$ cat src/rtl/secuenciador_spi.sv
// Sequencer that streams bytes into an SPI controller's RAM, arms a transfer, waits for completion
// with a watchdog, then reads the received bytes back out. Bus outputs lag the causing state by one cycle.
module secuenciador_spi #(
   parameter int unsigned TIMEOUT_CYC = 50000
) (
   input  logic        clk,
   input  logic        rst_i,
   input  logic        start_i,
   input  logic [8:0]  n_bytes_i,
   input  logic [1:0]  fill_i,
   input  logic [7:0]  tx_byte_i,
   input  logic        tx_valid_i,
   output logic        tx_ready_o,
   output logic        reg_sel_o,
   output logic        wr_o,
   output logic [31:0] entrada_o,
   output logic [31:0] addr_o,
   input  logic [31:0] bits_i,
   input  logic        tx_done_i,
   output logic [7:0]  rx_byte_o,
   output logic        rx_valid_o,
   output logic        busy_o,
   output logic        done_o,
   output logic        err_o
);

   localparam int WW = (TIMEOUT_CYC > 1) ? $clog2(TIMEOUT_CYC + 1) : 1;
   localparam logic [WW-1:0] WD_LAST = WW'(TIMEOUT_CYC - 1);

   typedef enum logic [2:0] {
      S_IDLE, S_LOAD, S_ARM, S_WAIT, S_CLR, S_RADDR, S_RCAP, S_FIN
   } state_t;

   state_t        state_q, state_d;
   logic [1:0]    rst_sync_q;
   logic          run;
   logic [8:0]    k_q, k_d, cnt_q, cnt_d;
   logic [1:0]    fill_q, fill_d;
   logic [WW-1:0] wdog_q, wdog_d;
   logic          reg_sel_q, reg_sel_d, wr_q, wr_d;
   logic [31:0]   entrada_q, entrada_d, addr_q, addr_d;
   logic [7:0]    rx_byte_q, rx_byte_d;
   logic          rx_valid_q, rx_valid_d, busy_q, busy_d, done_q, done_d, err_q, err_d;
   logic          unused_bits;

   assign unused_bits = ^bits_i[31:8];

   // Reset asserts asynchronously but is released through two flops, so no transition races the release.
   always_ff @(posedge clk or negedge rst_i) begin
      if (!rst_i) rst_sync_q <= 2'b00;
      else        rst_sync_q <= {rst_sync_q[0], 1'b1};
   end
   assign run = rst_sync_q[1];

   always_comb begin
      state_d    = state_q;
      k_d        = k_q;
      cnt_d      = cnt_q;
      fill_d     = fill_q;
      wdog_d     = wdog_q;
      reg_sel_d  = 1'b0;
      wr_d       = 1'b0;
      entrada_d  = entrada_q;
      addr_d     = addr_q;
      rx_byte_d  = rx_byte_q;
      rx_valid_d = 1'b0;
      done_d     = 1'b0;
      err_d      = err_q;
      if (run) begin
         case (state_q)
            S_IDLE: begin
               if (start_i) begin
                  if ((n_bytes_i != 9'd0) && (n_bytes_i <= 9'd256)) begin
                     cnt_d   = n_bytes_i;
                     fill_d  = fill_i;
                     err_d   = 1'b0;
                     k_d     = 9'd0;
                     state_d = S_LOAD;
                  end else begin
                     err_d = 1'b1;
                  end
               end
            end
            S_LOAD: begin
               if (tx_valid_i) begin
                  reg_sel_d = 1'b1;
                  wr_d      = 1'b1;
                  addr_d    = {24'h0, k_q[7:0]};
                  entrada_d = {24'h0, tx_byte_i};
                  if (k_q == cnt_q - 9'd1) state_d = S_ARM;
                  else                     k_d = k_q + 9'd1;
               end
            end
            S_ARM: begin
               wr_d      = 1'b1;
               entrada_d = {19'h0, cnt_q, fill_q[1], fill_q[0], 1'b0, 1'b1};
               wdog_d    = '0;
               state_d   = S_WAIT;
            end
            S_WAIT, S_CLR: begin
               // The watchdog spans both the completion wait and the status poll.
               if (wdog_q == WD_LAST) begin
                  err_d   = 1'b1;
                  state_d = S_FIN;
               end else begin
                  wdog_d = wdog_q + WW'(1);
                  if (state_q == S_WAIT) begin
                     if (tx_done_i) state_d = S_CLR;
                  end else if (!bits_i[0]) begin
                     k_d     = 9'd0;
                     state_d = S_RADDR;
                  end
               end
            end
            S_RADDR: begin
               reg_sel_d = 1'b1;
               addr_d    = {24'h0, k_q[7:0]};
               state_d   = S_RCAP;
            end
            S_RCAP: begin
               rx_byte_d  = bits_i[7:0];
               rx_valid_d = 1'b1;
               if (k_q == cnt_q - 9'd1) begin
                  state_d = S_FIN;
               end else begin
                  k_d     = k_q + 9'd1;
                  state_d = S_RADDR;
               end
            end
            S_FIN: begin
               done_d  = 1'b1;
               state_d = S_IDLE;
            end
            default: state_d = S_IDLE;
         endcase
      end
      busy_d = (state_d != S_IDLE);
   end

   always_ff @(posedge clk or negedge rst_i) begin
      if (!rst_i) begin
         state_q    <= S_IDLE;
         k_q        <= '0;
         cnt_q      <= '0;
         fill_q     <= '0;
         wdog_q     <= '0;
         reg_sel_q  <= 1'b0;
         wr_q       <= 1'b0;
         entrada_q  <= '0;
         addr_q     <= '0;
         rx_byte_q  <= '0;
         rx_valid_q <= 1'b0;
         busy_q     <= 1'b0;
         done_q     <= 1'b0;
         err_q      <= 1'b0;
      end else begin
         state_q    <= state_d;
         k_q        <= k_d;
         cnt_q      <= cnt_d;
         fill_q     <= fill_d;
         wdog_q     <= wdog_d;
         reg_sel_q  <= reg_sel_d;
         wr_q       <= wr_d;
         entrada_q  <= entrada_d;
         addr_q     <= addr_d;
         rx_byte_q  <= rx_byte_d;
         rx_valid_q <= rx_valid_d;
         busy_q     <= busy_d;
         done_q     <= done_d;
         err_q      <= err_d;
      end
   end

   assign tx_ready_o = (state_q == S_LOAD);
   assign reg_sel_o  = reg_sel_q;
   assign wr_o       = wr_q;
   assign entrada_o  = entrada_q;
   assign addr_o     = addr_q;
   assign rx_byte_o  = rx_byte_q;
   assign rx_valid_o = rx_valid_q;
   assign busy_o     = busy_q;
   assign done_o     = done_q;
   assign err_o      = err_q;

endmodule

$ cat config.mk
export PLATFORM = sky130hd
export DESIGN_NAME = secuenciador_spi
export DESIGN_NICKNAME = d
export VERILOG_FILES = /design/src/rtl/secuenciador_spi.sv
export SDC_FILE = /design/constraint.sdc
export NUM_CORES = 1
export LEC_CHECK = 0
export ABC_CLOCK_PERIOD_IN_PS = 4550
export CAP_MARGIN = 20
export CELL_PAD_IN_SITES_DETAIL_PLACEMENT = 1
export CELL_PAD_IN_SITES_GLOBAL_PLACEMENT = 2
export CORE_AREA = 10 10 108 158
export CTS_CLUSTER_SIZE = 20
export DETAILED_ROUTE_END_ITERATION = 12
export DIE_AREA = 0 0 118 168
export PLACE_DENSITY_LB_ADDON = 0.1
export SYNTH_ARGS = -nofsm -noshare
export SYNTH_HDL_FRONTEND = slang
export SYNTH_SLANG_ARGS = --single-unit
$ cat constraint.sdc
create_clock -name clk -period 4.55 [get_ports clk]
set_input_delay 0.91 -clock clk [delete_from_list [all_inputs] [get_ports clk]]
set_output_delay 0.91 -clock clk [all_outputs]
set_load 0.02 [all_outputs]
==> results of run 1 <==
through the flow:
stage / worst slack (ns) / utilization, %
after detailed placement: 1.07 / 34.0
after global routing: 1.24 / 36.4
after CTS: 1.41 / 36.2
after global placement: 1.10 / 34.0
final: 1.42 / 36.4
after floorplan: 2.00 / -
flip-flops by register name, summed over array words and instances, names as in the netlist, 2 cells and up:
| name | flops |
|---|---|
| fill_q | 2 |
| wdog_q | 16 |
| rst_sync_q | 2 |
| state_q | 3 |
| cnt_q | 9 |
| entrada_o | 13 |
| k_q | 9 |
| addr_o | 8 |
| rx_byte_o | 8 |
layout by cell type, fill, tap and decap left out, types with 5 or more instances in the layout:
| cell | count |
|---|---|
| o21ai_0 | 19 |
| xnor2_1 | 13 |
| dfrtp_1 | 76 |
| buf_4 | 5 |
| a21oi_1 | 14 |
| a22o_1 | 6 |
| nor3_1 | 7 |
| clkdlybuf4s50_1 | 66 |
| or3_1 | 8 |
| clkbuf_16 | 9 |
| mux2i_1 | 6 |
| mux2_2 | 24 |
| o211ai_1 | 5 |
| nor2_1 | 30 |
| nand2_1 | 33 |
| nand4_1 | 5 |
| xor2_1 | 10 |
| inv_1 | 12 |
| conb_1 | 44 |
| nand3_1 | 20 |
power by group:
group,internal (mW),switching (mW),total (mW)
registers,0.922,0.320,1.24
logic,0.688,0.748,1.44
clock network,0.444,0.304,0.748
total,2.05,1.37,3.43
layer usage:
metal	vias to the layer above	wire length (um)
met3	12	402
met5	-	0
met4	0	184
met1	1602	4690
met2	50	6820
li1	1497	-
path summary, 6_finish.rpt:
path / endpoint / slack, ns / cells past startpoint
worst max-delay path: tx_ready_o / 1.42 / 3
worst min-delay path: rst_sync_q[1] / 0.35 / 0
worst max register to register: busy_o / 1.77 / 8
worst min register to register: rst_sync_q[1] / 0.35 / 0
max in group asynchronous: rst_sync_q[0] / 3.39 / 2
min in group asynchronous: rx_byte_o[2] / 0.54 / 1
critical path: stages, from the launching register on:
cell and delay, ns:
dfrtp_1 0.61, inv_2 0.14, nor3_1 0.41, clkdlybuf4s50_1 0.72
final cells by class:
| type | instances | area share, % |
|---|---|---|
| Inverter | 13 | 0.937 |
| Tap cell | 196 | 4.71 |
| Timing Repair Buffer | 72 | 13.8 |
| Multi-Input combinational cell | 310 | 38.1 |
| Clock buffer | 10 | 4.59 |
| Clock inverter | 6 | 1.37 |
| Sequential cell | 76 | 36.5 |
logic make-up (layout without fill, tap and decap cells):
family	after synthesis	count (layout)
and+or+nand+nor	140	140
AOI/OAI and AO/OA	69	69
xor gates and xnor gates	23	23
muxes	31	31
adders and majority gates	3	3
DFF	76	76
buffers and inverters	78	101
other	2	44
==> impl_results.md, run 1 <==
* Post-Layout Cell Count at ~680
* Sink Count at 76
* Die H at 168 um
* Iter 0 DRT Violations at 75
* DRC viols at 0
* Post-synth cell types at 61
* Global-route usage over all layers at 12.2%
* Fillcell total at 1625
* Setup-failing EPs final at 0
* Ant diodes at 0
* Pwr dens at 658 nW/um^2
* Share of post-route cells with drive strength above 1 at 12.3%
* Tot Pwr at 3.43 mW
* Period utilisation layout at 68.8%
* Clock Pin Slew Worst Setup and Hold Paths at ~0.060 ns
* Status: completed
* Starting Density at between 20% and 30%
* Top-count cell post-synth: dfrtp_1
* Synth Area in Adders at less than 1%
* Post-CTS Setup Bufs at 0
* XOR/XNOR Fraction of Synth Area at 4.80%
* Clock Latency Late Sink at 0.34 ns
* HP Class: flop to flop
* 1st-pass router iterations at 4
* Top Usage Layer GRT: met2
* Area after DPL at approximately 4900 um^2
* Vias in the first global route at 3486
* Finished Cell Area at about 5200 um^2
* Multi-input logic area at 1980 um^2
* Min Hold Slack at 0.348 ns
* Multiplexer area fraction after synthesis at about 8.2%
* Ys async rst share at 100%
* Max-slew headroom at 42.3%
* Max Slew Vio Count at 0
* Hold-fix buffers, CTS at 0
* GRT met1 Usage at 12.6%
* Site Rows at 54
* I/O pins at 135
* Worst hold path startpoint: rst_sync_q[0]
* Post-DP HPWL at roughly 9000 um
* Fin Setup TNS at 0 ns
* Post-synthesis compound-gate area fraction at 11.4%
* Port bufs at 67
* Max VDD drop at 0.000203 V
* Largest area contributor in the netlist: dfrtp_1
* CTS HTree Levels at 3
* Worst Tran Pin Value at 0.860 ns
* Reg2reg start: cnt_q[0]
* Remaining antenna violation count at 0
* CP startpoint: state_q[0]
* Fraction of the mapped netlist area in simple logic gates at 17.9%
* Crit start category: flop
* Maximum operating frequency at around 320 MHz
* Antenna violations before repair at 0
* Post-CTS Resized at 0
* Critical path type: flop to output pin
* First-pass GRT wire length at 19400 um
* Wire per inst at 17.7 um
* Die width at 118 um
* Warning count from the yosys run at 0
* Total grt overflow at 0
* P_leak at 2.19 nW
* Fin. Hold Viols at 0
* Synth area leaders: dfrtp_1 45%, buf_4 7.7%, mux2_2 6.4%, nand2_1 3.0%, xnor2_1 2.7%
* CTS tree: built
* Final Skew at between 0.008 and 0.009 ns
* Main combinational cell family by area after synthesis: simple AND/OR/NAND/NOR gates
* Critical Path Fanout Max at 13
* Root Driver: clkbuf_16
* Seq/Total Area, Yosys at 45.4%
* Worst EP arrival at 2.22 ns
* Global-route met2 utilization at 23.3%
* DR vias at 3161
* Placer Congestion at 0.729
* Sequential cell area at between 1500 and 2000 um^2
* Met3 GRT Util at 2.78%
* WL final at ~12000 um
* Post-synth EDFFs at 0
* Top cells by count, synth: 76 x dfrtp_1, 43 x buf_4, 33 x nand2_1, 30 x nor2_1, 24 x mux2_2
* Core footprint at 14300 um^2
* Ys flop type: dfrtp_1
* Post-route minimum period at 3.13 ns
* RSZ-0062 raised after global routing: no
* Max Root-Sink Buffers at 2
* Final nets at approximately 540
* Synthesized area at 4190 um^2
* Largest net degree at the start of global routing at 77
* Synth Area per Inst at 9.94 um^2
* Max Cap Viol at 0
* WP data required at about 3.6 ns
* Die Area at 19800 um^2
* Vias per cell at 4.63
* Clock buffer count from CTS at 9
* FF+latch count, synth at 76
* Kind of end point of the critical path: output pin
* Inst Count DP at roughly 670
* Area delta synth->final at 24.2%
* Share of the synthesized area in the top cell type at a little under half
* Gate Count Post-Synth at between 400 and 500
Power figures use the tool's default switching activity.
==> run 2, diff against run 1 <==
- ABC_CLOCK_PERIOD_IN_PS: 4550 -> 3200
- CORE_AREA: 10 10 108 158 -> 10 10 111 163
- DIE_AREA: 0 0 118 168 -> 0 0 121 173
- clock period: 4.55 -> 3.2 ns (I/O delays scaled with it)
==> run 2 against run 1 <==
Via count up 1.1%. Count of clock-buffer cells in the layout unchanged. Worst hold slack worse by 0.21 ns. Global-route usage down 0.37 points. Combinational power up 51%. Critical path depth up 5. Register-to-register slack worse by 1.2 ns. Total power up 44%. Sequential cell count unchanged. Clock skew about the same. Die area up 5.6%. Largest cell class unchanged. Sequential share of layout area down 0.59 points.
==> impl_results.md, run 2 (same netlist as run 1, synthesis figures left out) <==
* Status: completed
* Share of post-route cells with drive strength above 1 at 14.1%
* Clock buffer count from CTS at 9
* Starting Density at 27.8%
* Antenna violations before repair at 0
* Final core utilization at 35.1%
* Post-CTS Setup Bufs at 0
* Placer Congestion at 0.739
* Finished Cell Area at 5290 um^2
* Reg2reg path depth at 10
* CTS HTree Levels at 3
* Global-route usage over all layers at 11.8%
* Max Root-Sink Buffers at 2
* Area delta synth->final at 26.2%
* Critical path type: primary input to flop
* Die width at 121 um
* Most flop-heavy register: wdog_q
* Max VDD drop at 0.000377 V
* Fin. Hold Viols at 0
* Crit-path max cell delay at ~0.49 ns
* Commonest cells after routing, fill and taps aside: 76 x dfrtp_1, 66 x clkdlybuf4s50_1, 44 x conb_1
* RSZ-0062 raised after global routing: no
* Max Cap Viol at 0
* Core footprint at between 15000 and 20000 um^2
* Period utilisation layout at around 84%
* Port bufs at 67
* CTS tree: built
* Post-DP HPWL at roughly 9500 um
* Post-CTS Resized at 0
* Hold-fix buffers, CTS at 0
* Root Driver: clkbuf_16
* Clock Latency Late Sink at between 0.3 and 0.4 ns
* Final nets at 551
* WP data required at about 3.5 ns
* Post-route minimum period at 2.70 ns
* Maximum operating frequency at roughly 370 MHz
* Vias per cell at roughly 4.6
* Most common cell after layout, fill and taps aside: dfrtp_1
* HP Class: primary input to async pin
* DRC viols at 0
* Wire per inst at around 18 um
* Largest register FFs at 16
* 1st-pass router iterations at 4
* DR vias at 3197
* P_leak at 2.25 nW
* Area after DPL at 4960 um^2
* Ant diodes at 0
* Total grt overflow at 0
* Final Skew at around 0.0080 ns
* WL final at 12200 um
* Post-Layout Cell Count at 696
* Setup-failing EPs final at 0
* Vias in the first global route at 3496
* Crit start category: primary input
* Clock Pin Slew Worst Setup and Hold Paths at roughly 0.06 ns
* Worst EP arrival at 2.97 ns
* Largest net degree at the start of global routing at 77
* Critical Path Fanout Max at 5
* Remaining antenna violation count at 0
* Fillcell total at about 1700
* Die H at around 170 um
* Inst Count DP at 679
* Iter 0 DRT Violations at 107
* Pwr dens at between 900 and 1000 nW/um^2
* I/O pins at 135
* Kind of end point of the critical path: flop
* Cell Chain, Critical Path: clkdlybuf4s50_1 -> nor4_1 -> a21boi_0 -> nor3b_1 -> o211ai_1 -> nand2b_1 -> or4_1 -> nand3_1
* First-pass GRT wire length at 19700 um
* Slowest-stage cell, CP: or4_1
* Fin Setup TNS at 0 ns
* Max Slew Vio Count at 0
* Sink Count at 76
* Site Rows at 55
* Die Area at 20900 um^2
## run 2: cell type report
type	count	area [um^2]	share of cell area [%]
Clock buffer	10	239	4.52
Clock inverter	6	70.1	1.32
Inverter	13	48.8	0.922
Tap cell	199	249	4.70
Multi-Input combinational cell	310	1980	37.5
Sequential cell	76	1900	35.9
Timing Repair Buffer	82	801	15.1
## run 2: worst max-delay path: cells and delay by family
family	cells	cell delay, ns
buffers and inverters	1	0.43
AO/OA/AOI/OAI	2	0.34
AND/OR/NAND/NOR	5	1.56
## run 2: metal layers
metal | global-route usage (%) | part of all wire, %
met5 | 0 | 0
met4 | 4.94 | 2.3
met3 | 2.67 | 3.9
met2 | 21.5 | 55
met1 | 12.7 | 39
## run 2: report_power, final
part,leakage [nW],total (mW),switching (mW),internal (mW)
Sequential,0.955,1.71,0.399,1.31
Clock,0.153,1.06,0.423,0.632
Combinational,1.15,2.17,1.13,1.03
Total,2.25,4.93,1.96,2.98
## run 2: through the flow
step,setup slack [ns],hold WS [ns],power [mW]
after floorplan,0.897,0.331,3.06
after global placement,0.121,0.333,3.91
after detailed placement,0.106,0.340,3.95
final,0.496,0.136,4.93
after global routing,0.274,0.131,5.32
after CTS,0.448,0.354,5.04
## run 2: final timing paths
path / start / end / slack (ns)
worst min register to register: rst_sync_q[0] / rst_sync_q[1] / 0.35
worst max-delay path: n_bytes_i[4] / k_q[6] / 0.50
worst max register to register: cnt_q[0] / k_q[6] / 0.56
min in group clk: rst_sync_q[0] / rst_sync_q[1] / 0.35
worst min-delay path: rst_i / rx_byte_o[7] / 0.14
max in group asynchronous: rst_i / state_q[0] / 2.47
==> run 3, diff against run 2 <==
- ABC_CLOCK_PERIOD_IN_PS: 3200 -> 2800
- clock period: 3.2 -> 2.8 ns (I/O delays scaled with it)
==> run 3 against run 2 <==
Sequential power grew 13%. Count of clock-buffer cells in the layout did not move. Design area up 1.4%. Core utilization up 0.48 points. Clock skew is 0.0025 ns lower. Die area is the same. Combinational power up 17%. First-iteration DRC count down 7.5%. Total power grew 17%.
==> impl_results.md, run 3 (same netlist as run 1, synthesis figures left out) <==
* Clock buffer count from CTS at 9
* Critical path type: flop to output pin
* Crit start category: flop
* Core footprint at 15100 um^2
* Share of post-route cells with drive strength above 1 at 15.6%
* RSZ-0062 raised after global routing: no
* Clock Pin Slew Worst Setup and Hold Paths at 0.06 ns
* Ant diodes at 0
* Fillcell total at roughly 1700
* Remaining antenna violation count at 0
* Fin Setup TNS at 0 ns
* Vias in the first global route at about 3600
* DRC viols at 0
* Starting Density at 27.8%
* Total grt overflow at 0
* WP data required at ~2.2 ns
* Kind of end point of the critical path: output pin
* Iter 0 DRT Violations at approximately 100
* Max Slew Vio Count at 0
* Worst Tran Pin Value at 0.499 ns
* Buf+Inv Stages, Crit Path at 1
* Final nets at 560
* Crit-path max cell delay at 0.71 ns
* Critical Path Fanout Max at 12
* Clock Latency Late Sink at approximately 0.34 ns
* Fin. Hold Viols at 0
* HP Class: primary input to async pin
* First-pass GRT wire length at 20200 um
* Final core utilization at 35.6%
* Port bufs at 67
* Crit-path leading delay family: buffers and inverters
* Antenna violations before repair at 0
* Post-DP HPWL at 9890 um
* DR vias at 3240
* I/O pins at 135
* Most flop-heavy register: wdog_q
* Pwr dens at around 1100 nW/um^2
* Area delta synth->final at 28.0%
* Die H at 173 um
* Worst EP arrival at 2.07 ns
* Max Root-Sink Buffers at 2
* Max VDD drop at 0.000430 V
* Most common cell after layout, fill and taps aside: dfrtp_1
* Period utilisation layout at around 94%
* Maximum operating frequency at 380 MHz
* Setup slack after layout at 0.168 ns
* Slowest-stage cell, CP: clkdlybuf4s50_1
* Status: completed
* Worst slack, placed at -0.118 ns
* CTS tree: built
* Setup-failing EPs final at 0
* Final Skew at 0.00555 ns
* Placer Congestion at 0.753
* Post-CTS Setup Bufs at 0
* Max Cap Viol at 0
* Root Driver: clkbuf_16
* Post-CTS Resized at 0
* Max-slew headroom at between 60% and 70%
* P_leak at ~2.3 nW
* Wire per inst at 17.8 um
* Cell Chain, Critical Path: nor3_1 -> clkdlybuf4s50_1
* WL final at 12500 um
* Hold-fix buffers, CTS at 0
* CTS HTree Levels at 3
* Site Rows at 55
* Commonest cells after routing, fill and taps aside: 76 x dfrtp_1, 66 x clkdlybuf4s50_1, 44 x conb_1
* Post-route minimum period at 2.63 ns
* Sink Count at 76
* Vias per cell at 4.60
* Die Area at ~21000 um^2
* 1st-pass router iterations at 4
* Die width at 121 um
* Reg2reg setup slack at around 0.31 ns
* Largest net degree at the start of global routing at 32
* Global-route usage over all layers at 12.2%
* Largest register FFs at 16
## run 3: cell count changes in the layout (fill, tap and decap cells not counted)
cell,delta
buf_4,+10
buf_16,-1
bufinv_16,+1
clkinv_2,-1
clkinv_4,+1
inv_6,-1
## run 3: path summary, 6_finish.rpt
check / from / to / depth (start not counted)
worst max-delay path: state_q[1] / tx_ready_o / 2
worst min register to register: rst_sync_q[0] / rst_sync_q[1] / 0
min in group clk: rst_sync_q[0] / rst_sync_q[1] / 0
worst min-delay path: rst_i / rx_byte_o[6] / 1
worst max register to register: state_q[2] / k_q[6] / 7
max in group asynchronous: rst_i / entrada_o[7] / 2
## run 3: report_power, final
group | total [mW] | switching [mW] | internal [mW]
Sequential | 1.93 | 0.427 | 1.50
Combinational | 2.53 | 1.33 | 1.19
Clock | 1.32 | 0.505 | 0.814
Total | 5.77 | 2.26 | 3.51
## run 3: final cells by class
cell class / count / area, um^2 / area share, %
repair buffers: 91 / 848 / 15.8
clock inverters: 6 / 95.1 / 1.77
clock buffers: 10 / 239 / 4.45
multi-input cells: 310 / 1980 / 37.0
flip-flops and latches: 76 / 1900 / 35.4
well taps: 199 / 249 / 4.64
inverters: 13 / 48.8 / 0.910
## run 3: worst register-to-register path, stage by stage, from the launching register on
cell      delay (ns)
dfrtp_1         0.54
nor2b_1         0.25
mux2_4          0.33
a21oi_2         0.30
o211ai_1        0.16
nand2b_1        0.26
or4_1           0.50
nand3_1         0.09
## run 3: layer usage
metal	GRT usage [%]	vias up	part of all wire, %
met2	22.1	71	55
met5	0	-	0
met3	3.33	12	3.7
met4	4.19	0	1.5
met1	13.1	1612	39
li1	-	1545	-
## run 3: per-stage QoR
step | hold WS, ns | cells | area, um^2 | total power, mW
final | 0.156 | 705 | 5370 | 5.77
after global routing | 0.176 | 705 | 5370 | 6.20
after CTS | 0.176 | 705 | 5370 | 5.88
after detailed placement | 0.336 | 689 | 5030 | 4.54
after global placement | 0.334 | 689 | 5030 | 4.48
after floorplan | 0.264 | 464 | 4350 | 3.50
